### src/rtl/vending_machine_gen2_pkg.sv
// Shared types and helpers for the gen2 vending machine core.
package vm_gen2_pkg;

    // Two-state controller: normal vending, or serially paying out change.
    typedef enum logic {
        IDLE   = 1'b0,
        RETURN = 1'b1
    } vm_state_e;

    // Widest packed table the helpers accept, and widest single entry.
    localparam int PACK_W  = 512;
    localparam int FIELD_W = 32;

    // Pull entry idx (bits wide) out of a packed table; entries above FIELD_W bits are truncated.
    function automatic logic [FIELD_W-1:0] field_at(input logic [PACK_W-1:0] vec,
                                                    input int idx, input int bits);
        logic [FIELD_W-1:0] r;
        r = '0;
        for (int b = 0; b < FIELD_W; b++) begin
            if (b < bits && (idx * bits + b) < PACK_W) begin
                r[b] = vec[idx * bits + b];
            end
        end
        return r;
    endfunction

    function automatic logic [FIELD_W-1:0] coin_value(input logic [PACK_W-1:0] vec,
                                                      input int j, input int bits);
        return field_at(vec, j, bits);
    endfunction

    function automatic logic [FIELD_W-1:0] item_price(input logic [PACK_W-1:0] vec,
                                                      input int k, input int bits);
        return field_at(vec, k, bits);
    endfunction

endpackage

### src/rtl/vending_machine_gen2_change_picker.sv
// Greedy change selection: highest-value coin that fits the balance and is still in stock.
module vm_change_picker #(
    parameter int NUM_COINS = 3,
    parameter int BAL_BITS  = 16,
    parameter int CNT_BITS  = 8
) (
    input  logic [BAL_BITS-1:0]           i_balance,
    input  logic [NUM_COINS*CNT_BITS-1:0] i_coin_cnt,
    input  logic [NUM_COINS*BAL_BITS-1:0] i_values,
    output logic [NUM_COINS-1:0]          o_pick,
    output logic                          o_found
);

    logic [NUM_COINS-1:0] w_fit;

    for (genvar gi = 0; gi < NUM_COINS; gi++) begin : gen_fit
        assign w_fit[gi] = (i_values[gi*BAL_BITS +: BAL_BITS] <= i_balance) &&
                           (i_coin_cnt[gi*CNT_BITS +: CNT_BITS] != '0);
    end

    // Ascending scan so the last (highest-index, highest-value) fitting coin wins.
    always_comb begin
        o_pick = '0;
        for (int j = 0; j < NUM_COINS; j++) begin
            if (w_fit[j]) begin
                o_pick    = '0;
                o_pick[j] = 1'b1;
            end
        end
    end

    assign o_found = |w_fit;

endmodule

### src/rtl/vending_machine_gen2.sv
// Vending machine core: balance, item stock, coin inventory, idle timeout and serial change return.
module vending_machine_gen2
    import vm_gen2_pkg::*;
#(
    parameter int                            NUM_COINS   = 3,
    parameter int                            NUM_ITEMS   = 4,
    parameter int                            BAL_BITS    = 16,
    parameter int                            CNT_BITS    = 8,
    parameter logic [NUM_COINS*BAL_BITS-1:0] COIN_VALUES = {16'd1000, 16'd500, 16'd100},
    parameter logic [NUM_ITEMS*BAL_BITS-1:0] ITEM_PRICES = {16'd2000, 16'd1000, 16'd500, 16'd400},
    parameter int                            INIT_STOCK  = 4,
    parameter int                            TIMEOUT     = 100
) (
    input  logic                 clk,
    input  logic                 reset,
    input  logic [NUM_COINS-1:0] i_input_coin,
    input  logic [NUM_ITEMS-1:0] i_select_item,
    input  logic                 i_trigger_return,
    input  logic                 i_restock,
    input  logic [NUM_ITEMS-1:0] i_restock_item,
    output logic [NUM_ITEMS-1:0] o_available_item,
    output logic [NUM_ITEMS-1:0] o_output_item,
    output logic [NUM_COINS-1:0] o_return_coin,
    output logic [NUM_COINS-1:0] o_reject_coin,
    output logic [BAL_BITS-1:0]  o_balance,
    output logic                 o_busy,
    output logic                 o_change_short
);

    localparam int                  TMR_BITS = (TIMEOUT > 2) ? $clog2(TIMEOUT) : 1;
    localparam logic [TMR_BITS-1:0] TMR_LAST = TMR_BITS'(TIMEOUT - 1);
    localparam logic [BAL_BITS:0]   BAL_MAX  = {1'b0, {BAL_BITS{1'b1}}};
    localparam logic [CNT_BITS-1:0] CNT_INIT = CNT_BITS'(INIT_STOCK);
    localparam logic [CNT_BITS-1:0] CNT_MAX  = '1;

    vm_state_e             r_state, w_state_next;
    logic [BAL_BITS-1:0]   r_balance, w_balance_next;
    logic [TMR_BITS-1:0]   r_timer, w_timer_next;
    logic                  r_change_short, w_short_next;
    logic [CNT_BITS-1:0]   r_stock    [NUM_ITEMS];
    logic [CNT_BITS-1:0]   r_coin_cnt [NUM_COINS];
    logic [NUM_ITEMS-1:0]  r_output_item;
    logic [NUM_COINS-1:0]  r_return_coin, w_return_next;
    logic [NUM_COINS-1:0]  r_reject_coin;

    logic [BAL_BITS-1:0]   w_coin_val [NUM_COINS];
    logic [BAL_BITS-1:0]   w_price    [NUM_ITEMS];
    logic [NUM_ITEMS-1:0]  w_avail;
    logic [NUM_ITEMS-1:0]  w_sel_onehot;
    logic                  w_sel_hit;
    logic [BAL_BITS-1:0]   w_sel_price;
    logic [BAL_BITS-1:0]   w_coin_v;
    logic                  w_coin_any, w_coin_single, w_coin_accept, w_coin_reject;
    logic [BAL_BITS:0]     w_sum;
    logic [NUM_COINS*CNT_BITS-1:0] w_coin_cnt_flat;
    logic [NUM_COINS-1:0]  w_pick;
    logic                  w_found;
    logic [BAL_BITS-1:0]   w_pick_val;

    for (genvar gi = 0; gi < NUM_COINS; gi++) begin : gen_coin
        assign w_coin_val[gi] = BAL_BITS'(coin_value(PACK_W'(COIN_VALUES), gi, BAL_BITS));
        assign w_coin_cnt_flat[gi*CNT_BITS +: CNT_BITS] = r_coin_cnt[gi];
    end

    for (genvar gi = 0; gi < NUM_ITEMS; gi++) begin : gen_item
        assign w_price[gi] = BAL_BITS'(item_price(PACK_W'(ITEM_PRICES), gi, BAL_BITS));
        assign w_avail[gi] = (r_state == IDLE) && (r_balance >= w_price[gi]) &&
                             (r_stock[gi] != '0);
    end

    vm_change_picker #(
        .NUM_COINS (NUM_COINS),
        .BAL_BITS  (BAL_BITS),
        .CNT_BITS  (CNT_BITS)
    ) u_picker (
        .i_balance  (r_balance),
        .i_coin_cnt (w_coin_cnt_flat),
        .i_values   (COIN_VALUES),
        .o_pick     (w_pick),
        .o_found    (w_found)
    );

    // Lowest-index available selected item wins; descending scan lets lower indices overwrite.
    always_comb begin
        w_sel_onehot = '0;
        w_sel_price  = '0;
        for (int k = NUM_ITEMS - 1; k >= 0; k--) begin
            if (i_select_item[k] && w_avail[k]) begin
                w_sel_onehot    = '0;
                w_sel_onehot[k] = 1'b1;
                w_sel_price     = w_price[k];
            end
        end
    end

    assign w_sel_hit = |w_sel_onehot;

    // Value of the inserted coin and of the coin chosen for change.
    always_comb begin
        w_coin_v   = '0;
        w_pick_val = '0;
        for (int j = 0; j < NUM_COINS; j++) begin
            if (i_input_coin[j]) w_coin_v   = w_coin_v | w_coin_val[j];
            if (w_pick[j])       w_pick_val = w_pick_val | w_coin_val[j];
        end
    end

    // Coin acceptance sees the balance after any same-cycle purchase; one extra bit catches overflow.
    assign w_coin_any    = |i_input_coin;
    assign w_coin_single = $onehot(i_input_coin);
    assign w_sum         = {1'b0, r_balance} - {1'b0, w_sel_price} + {1'b0, w_coin_v};
    assign w_coin_accept = (r_state == IDLE) && w_coin_single && (w_sum <= BAL_MAX);
    assign w_coin_reject = w_coin_any && !w_coin_accept;

    // Next-state, balance, timer and change-pulse decisions.
    always_comb begin
        w_state_next   = r_state;
        w_balance_next = r_balance;
        w_timer_next   = r_timer;
        w_short_next   = r_change_short;
        w_return_next  = '0;
        case (r_state)
            IDLE: begin
                w_balance_next = r_balance - w_sel_price + (w_coin_accept ? w_coin_v : '0);
                if (w_coin_accept) w_short_next = 1'b0;
                if (w_coin_accept || w_sel_hit || i_trigger_return) begin
                    w_timer_next = '0;
                end else if (r_balance != '0) begin
                    w_timer_next = r_timer + TMR_BITS'(1);
                end else begin
                    w_timer_next = '0;
                end
                if ((i_trigger_return && r_balance != '0) || r_timer == TMR_LAST) begin
                    w_state_next = RETURN;
                    w_timer_next = '0;
                end
            end
            RETURN: begin
                w_timer_next = '0;
                if (r_balance == '0) begin
                    w_state_next = IDLE;
                    w_short_next = 1'b0;
                end else if (w_found) begin
                    w_return_next  = w_pick;
                    w_balance_next = r_balance - w_pick_val;
                    if (r_balance == w_pick_val) begin
                        w_state_next = IDLE;
                        w_short_next = 1'b0;
                    end
                end else begin
                    w_state_next = IDLE;
                    w_short_next = 1'b1;
                end
            end
            default: w_state_next = IDLE;
        endcase
    end

    // Control registers and one-cycle pulse outputs.
    always_ff @(posedge clk) begin
        if (reset) begin
            r_state        <= IDLE;
            r_balance      <= '0;
            r_timer        <= '0;
            r_change_short <= 1'b0;
            r_output_item  <= '0;
            r_return_coin  <= '0;
            r_reject_coin  <= '0;
        end else begin
            r_state        <= w_state_next;
            r_balance      <= w_balance_next;
            r_timer        <= w_timer_next;
            r_change_short <= w_short_next;
            r_output_item  <= w_sel_onehot;
            r_return_coin  <= w_return_next;
            r_reject_coin  <= w_coin_reject ? i_input_coin : '0;
        end
    end

    // Stock and coin inventory; restock wins over a same-cycle dispense, counters never wrap.
    always_ff @(posedge clk) begin
        if (reset) begin
            for (int k = 0; k < NUM_ITEMS; k++) r_stock[k] <= CNT_INIT;
            for (int j = 0; j < NUM_COINS; j++) r_coin_cnt[j] <= CNT_INIT;
        end else begin
            for (int k = 0; k < NUM_ITEMS; k++) begin
                if (i_restock && i_restock_item[k]) begin
                    r_stock[k] <= CNT_INIT;
                end else if (w_sel_onehot[k] && r_stock[k] != '0) begin
                    r_stock[k] <= r_stock[k] - CNT_BITS'(1);
                end
            end
            for (int j = 0; j < NUM_COINS; j++) begin
                if (w_coin_accept && i_input_coin[j] && r_coin_cnt[j] != CNT_MAX) begin
                    r_coin_cnt[j] <= r_coin_cnt[j] + CNT_BITS'(1);
                end else if (w_return_next[j] && r_coin_cnt[j] != '0) begin
                    r_coin_cnt[j] <= r_coin_cnt[j] - CNT_BITS'(1);
                end
            end
        end
    end

    assign o_available_item = w_avail;
    assign o_output_item    = r_output_item;
    assign o_return_coin    = r_return_coin;
    assign o_reject_coin    = r_reject_coin;
    assign o_balance        = r_balance;
    assign o_busy           = (r_state == RETURN);
    assign o_change_short   = r_change_short;

endmodule

### config.mk
export PLATFORM = sky130hd
export DESIGN_NAME = vending_machine_gen2
export DESIGN_NICKNAME = d
export VERILOG_FILES = /design/src/rtl/vending_machine_gen2_pkg.sv /design/src/rtl/vending_machine_gen2_change_picker.sv /design/src/rtl/vending_machine_gen2.sv
export SDC_FILE = /design/constraint.sdc
export NUM_CORES = 1
export LEC_CHECK = 0
export ABC_CLOCK_PERIOD_IN_PS = 15550
export BUFFER_PORTS_ARGS = -buffer_cell sky130_fd_sc_hd__buf_2
export CORE_MARGIN = 8
export CORE_UTILIZATION = 45
export CTS_CLUSTER_DIAMETER = 40
export DETAILED_ROUTE_END_ITERATION = 12
export PLACE_DENSITY = 0.65
export REMOVE_ABC_BUFFERS = 1
export SETUP_SLACK_MARGIN = 0.3
export SKIP_CTS_REPAIR_TIMING = 1
export SLEW_MARGIN = 20
export SYNTH_ARGS = -nofsm -noshare
export SYNTH_HDL_FRONTEND = slang
export SYNTH_HIERARCHICAL = 1
export SYNTH_SLANG_ARGS = --single-unit
### constraint.sdc
create_clock -name clk -period 15.55 [get_ports clk]
set_input_delay 3.11 -clock clk [delete_from_list [all_inputs] [get_ports clk]]
set_output_delay 3.11 -clock clk [all_outputs]
set_load 0.03 [all_outputs]
==> results of run 1 <==
flip-flops by register name (all words and copies together) (netlist names):
| signal | cells |
|---|---|
| r_timer | 7 |
| r_stock | 32 |
| o_busy | 1 |
| r_coin_cnt | 24 |
| o_output_item | 4 |
| o_reject_coin | 3 |
| o_change_short | 1 |
| o_return_coin | 3 |
| o_balance | 14 |
power by group:
part	leakage (nW)	internal, mW	switching, mW
clock	0.142	0.127	0.101
combinational	3.08	0.450	0.670
sequential	0.847	0.306	0.0826
worst max-delay path, cell delays in order:
cell and delay, ns:
buf_2 0.13, nand2_4 0.12, a21boi_0 0.36, fa_1 0.47
inv_1 0.08, ha_1 0.24, a211oi_1 0.23, a2bb2oi_1 0.20
o211ai_1 0.13, a32oi_1 0.23, mux2i_1 0.18, a21oi_1 0.89
nand2_1 0.36, fa_1 0.57, inv_1 0.07, ha_1 0.30
nor2b_1 0.13, o21ai_0 0.20, a21oi_1 0.13, o41ai_1 0.46
o21ai_0 0.20, o21ai_0 0.26, o311ai_0 0.18, a21oi_1 0.17
stage by stage:
step	utilization [%]	setup WS (ns)	total power [mW]	hold slack, ns
after floorplan	-	7.11	1.23	0.423
after CTS	50.4	6.45	1.73	0.455
after global placement	48.8	6.20	1.48	0.437
after detailed placement	48.8	6.12	1.50	0.443
final	50.5	6.41	1.74	0.452
after global routing	50.5	5.85	1.90	0.481
synth_stat cells, types with 15 or more instances:
master | n | area share [%]
nand4_1 | 20 | 1.5
xnor2_1 | 41 | 4.3
nand2_1 | 63 | 2.8
nor3_1 | 29 | 1.7
xor2_1 | 15 | 1.6
nor4_1 | 22 | 1.6
a21o_1 | 16 | 1.4
dfxtp_1 | 33 | 7.9
nor2_1 | 103 | 4.6
edfxtp_1 | 56 | 20
o21ai_0 | 31 | 1.9
fa_1 | 21 | 5.0
inv_1 | 101 | 4.5
ha_1 | 110 | 16
nand3_1 | 24 | 1.4
a21oi_1 | 58 | 3.5
final timing paths:
path / endpoint / slack [ns] / start / cells past startpoint
hold reg to reg: r_timer[0]$_SDFF_PP0_ / 0.45 / r_timer[0]$_SDFF_PP0_ / 1
setup / recovery: o_balance[11]$_SDFFE_PP0P_ / 6.41 / i_select_item[0] / 24
hold / removal: r_timer[0]$_SDFF_PP0_ / 0.45 / r_timer[0]$_SDFF_PP0_ / 1
setup reg to reg: o_balance[11]$_SDFFE_PP0P_ / 7.46 / o_balance[13]$_SDFFE_PP0P_ / 28
kinds of logic after synthesis:
| group | after synthesis | synth area share (%) |
|---|---|---|
| other | 2 | 0.0898 |
| muxes | 6 | 0.733 |
| AOI/OAI and AO/OA | 201 | 16.1 |
| and+or+nand+nor | 342 | 22.0 |
| buffers and inverters | 122 | 5.74 |
| DFF | 89 | 28.0 |
| xor gates and xnor gates | 56 | 5.86 |
| adders and majority gates | 131 | 21.5 |
cell type report:
type	instances	area (µm²)	area share, %
Clock inverter	6	73.8	0.792
Inverter	102	383	4.11
Timing Repair Buffer	47	243	2.60
Tap cell	234	293	3.14
Clock buffer	10	229	2.46
Multi-Input combinational cell	790	5760	61.8
Sequential cell	89	2340	25.1
per-layer routing:
layer | part of all wire (%) | wire (µm)
met1 | 46 | 9430
met4 | 2.1 | 435
met2 | 47 | 9550
met3 | 5.1 | 1050
met5 | 0 | 0
==> metrics.yaml, run 1 <==
timing.final.max_slew_violations: 0
final_hold_viol_count: 0
drv_cap: 0
count_of_unresolved_drc_violations_after_routing: 0
cp.required_ns: 15.83
syn_area_um2: 8370
outcome: "finished clean"
ios: 47
nets: 1185
detailed_routing_iterations_pass_1: 5
tritoncts: "yes"
ys_seq_area_share_pct: 28.0
kind_of_start_point_of_the_critical_path: "input pin"
routed_wire_length_per_instance_um: 16.0
track_usage_pct: 17.8
worstSetupEndpointType: "flip-flop"
synth-warning-count: 6
critical_path_arrival_ns: 9.43
number_of_enable_flip_flop_cells_after_synthesis: 56
die_width_um: 152
insertion_delay_ns: 0.35
final_common_cell: "ha_1"
io_buffer_count: 44
final_cell_count_no_fill: 1278
drt-total-wl_um: 20500
place.detailed.instances: 1262
layout-drive-gt1-share_pct: 9.96
worst-path-max-fanout: 14
path_class: "input pin to flip-flop"
postSynthAreaPerCell_um2: 8.82
synth_flop_cell: "edfxtp_1"
groute.layer.met3.usage_pct: 3.18
overflow: 0
clkSlewWorstSetupHoldPaths_ns: 0.07
antenna_violations_before_repair: 0
leading_cell_types_in_the_layout_fill_and_taps_excluded: "ha_1 (110), nor2_1 (103), inv_1 (101), nand2_1 (63), a21oi_1 (58)"
tightestPinTransition_ns: 1.10
syn-instance-count: 949
placementRows: 50
place_congestion: 0.894
min_path_type: "flip-flop to flip-flop"
drt_iter0_drc: 489
clock-skew-final_ns: 0.00752
dpl.hpwl_um: 16100
n_fill_cell: 1754
die_y_um: 152
initial_core_util_pct: 45.3
largest_buffer_count_on_any_clock_path: 2
slew_headroom_pct: 26.5
pwr_density_cell_nw_per_um2: 186
core_area_um2: 18500
postSynth.asyncResetShare_pct: 0
register_bit_total_from_synthesis: 89
cts-buffers-inserted: 9
period_share_pct: 58.8
setup_total_negative_slack_ns: 0
grt_pass1_vias: 6789
layout-area-overhead-vs-synth_pct: 11.4
groute.layer.met1.usage_pct: 22.8
total_die_area_um2: 23200
cts.root.buffer_cell: "clkbuf_16"
detailed_place.area_um2: 9010
groute.layer.met2.usage_pct: 29.4
rsz_0062_raised_after_global_routing: "no"
ant_nets: 0
tritoncts_num_sinks: 89
power.ir.vdd_worst_v: 0.0000880
grt_first_pass_wirelength_um: 33900
fmaxAchievable_mhz: 109
grt_max_degree: 30
layout.cell_area.non_filler_um2: 9320
detailroute.via_count: 6985
static-leakage-power_nw: 4.07
depth_of_the_cts_h_tree: 3
synth_cell_types: 81
finalSetupViolations: 0
finalWorstPathRequiredPeriod_ns: 9.14
route.detailed.vias_per_inst: 5.47
grt_busiest_layer: "met2"
num_antenna_cells: 0
Power figures use the tool's default switching activity.
==> run 2: changes to the inputs <==
Settings changed: ABC_CLOCK_PERIOD_IN_PS 15550 to 7680, PLACE_DENSITY 0.65 to 0.67.
Clock period 15.55 ns to 7.68 ns, I/O delays scaled along.
==> metrics.yaml, run 2 (synthesis results as in run 1) <==
outcome: "finished clean"
setup_total_negative_slack_ns: 0
n_fill_cell: 1749
finalSetupViolations: 0
ios: 47
tightestPinTransition_ns: 1.05
path_class: "flip-flop to flip-flop"
drv_cap: 0
insertion_delay_ns: 0.37
worst-r2r-setup-slack_ns: 0.75
power.ir.vdd_worst_v: 0.000167
min_path_type: "flip-flop to flip-flop"
critical_path.reg2reg.startpoint: "o_balance[12]$_SDFFE_PP0P_"
leading_cell_types_in_the_layout_fill_and_taps_excluded: "ha_1 (109), nor2_1 (103), inv_1 (98), nand2_1 (62), a21oi_1 (57)"
rsz_0062_raised_after_global_routing: "no"
hp-start: "r_timer[0]$_SDFF_PP0_"
antenna_violations_before_repair: 0
dpl.hpwl_um: 16100
finalWorstPathRequiredPeriod_ns: 6.93
grt_pass1_vias: 6780
worstSetupEndpointType: "flip-flop"
place.detailed.instances: 1269
num_antenna_cells: 0
grt_max_degree: 30
initial_core_util_pct: 45.3
power_mw: 3.59
largest_register_ffs: 32
registers.top_by_ff_count: "r_stock"
placementRows: 50
overflow: 0
clock-skew-final_ns: 0.0105
static-leakage-power_nw: 4.14
kind_of_start_point_of_the_critical_path: "flip-flop"
count_of_unresolved_drc_violations_after_routing: 0
final_common_cell: "ha_1"
route.detailed.vias_per_inst: 5.48
layout-area-overhead-vs-synth_pct: 13.1
fmaxAchievable_mhz: 144
crit_slowest_cell: "or4bb_4"
timing.final.max_slew_violations: 0
slew_headroom_pct: 29.5
ant_nets: 0
worst_hold_path.endpoint: "r_timer[0]$_SDFF_PP0_"
io_buffer_count: 44
final_cell_count_no_fill: 1289
period_share_pct: 90.2
critPathMostFrequentCell: "ha_1"
largest_buffer_count_on_any_clock_path: 2
die_y_um: 152
final_hold_viol_count: 0
critical_path_arrival_ns: 7.15
total_die_area_um2: 23200
depth_of_the_cts_h_tree: 3
detailroute.via_count: 7070
cpPeakStageDelay_ns: 0.58
clkSlewWorstSetupHoldPaths_ns: 0.07
drt-total-wl_um: 20400
layout-drive-gt1-share_pct: 12.1
cp.required_ns: 7.90
regToRegEndpoint: "o_balance[14]$_SDFFE_PP0P_"
routed_wire_length_per_instance_um: 15.8
worst-path-max-fanout: 9
cts-buffers-inserted: 9
core_area_um2: 18500
cts.root.buffer_cell: "clkbuf_16"
timing.hold.worst_path_depth: 1
place_congestion: 0.929
grt_first_pass_wirelength_um: 34100
tritoncts_num_sinks: 89
die_width_um: 152
track_usage_pct: 17.9
tritoncts: "yes"
pwr_density_cell_nw_per_um2: 379
rr_worst_depth: 30
drt_iter0_drc: 475
nets: 1196
detailed_routing_iterations_pass_1: 5
## run 2: changes by cell type in the layout (fill, tap and decap cells not counted), sizes merged
cell / delta
bufinv: -1
buf: +11
clkinv: +1
clkbuf: +1
clkinvlp: -1
## run 2: final cells by class
cell class	instances	area (µm²)	area share, %
multi-input cells	790	5810	61.4
flip-flops and latches	89	2340	24.8
inverters	102	383	4.05
repair buffers	58	325	3.44
well taps	234	293	3.10
clock buffers	11	264	2.79
clock inverters	5	42.5	0.450
## run 2: worst max-delay path: cells and delay by family (launching register included)
| kind | cells | cell delay (ns) |
|---|---|---|
| adders and majority gates | 6 | 1.76 |
| muxes | 1 | 0.43 |
| xor gates and xnor gates | 1 | 0.16 |
| DFF | 1 | 0.37 |
| and+or+nand+nor | 7 | 1.51 |
| buffers and inverters | 3 | 0.27 |
| AOI/OAI and AO/OA | 12 | 2.26 |
## run 2: worst max-delay path by stage
stage | startpoint | slack [ns] | end | cells past startpoint
2_1_floorplan | o_balance[12]$_SDFFE_PP0P_ | 0.21 | o_balance[14]$_SDFFE_PP0P_ | 29
5_1_grt | o_balance[12]$_SDFFE_PP0P_ | 0.29 | o_balance[14]$_SDFFE_PP0P_ | 30
3_3_place_gp | i_select_item[3] | 0.49 | o_balance[14]$_SDFFE_PP0P_ | 26
6_report | o_balance[12]$_SDFFE_PP0P_ | 0.75 | o_balance[14]$_SDFFE_PP0P_ | 30
3_5_place_dp | o_balance[13]$_SDFFE_PP0P_ | 0.35 | o_balance[11]$_SDFFE_PP0P_ | 28
4_1_cts | o_balance[13]$_SDFFE_PP0P_ | 0.30 | o_balance[11]$_SDFFE_PP0P_ | 28
## run 2: through the flow
| step | utilization [%] | hold WS (ns) | worst slack, ns | instance area, µm² |
|---|---|---|---|---|
| floorplan | - | 0.423 | 0.209 | 8460 |
| global placement | 49.1 | 0.437 | 0.493 | 9060 |
| CTS | 50.7 | 0.452 | 0.300 | 9370 |
| finish | 51.2 | 0.452 | 0.749 | 9460 |
| detailed placement | 49.1 | 0.442 | 0.350 | 9060 |
| global route | 51.2 | 0.486 | 0.293 | 9460 |
## run 2: per-layer routing
layer,global-route usage (%),routed length [µm]
met1,22.8,9410
met2,29.7,9620
met3,3.72,932
met4,6.33,437
met5,0,0
## run 2: power breakdown
| part | switching (mW) | leakage, nW | total [mW] | internal, mW |
|---|---|---|---|---|
| clock | 0.209 | 0.150 | 0.462 | 0.252 |
| sequential | 0.130 | 0.847 | 0.750 | 0.620 |
| combinational | 1.42 | 3.14 | 2.37 | 0.958 |
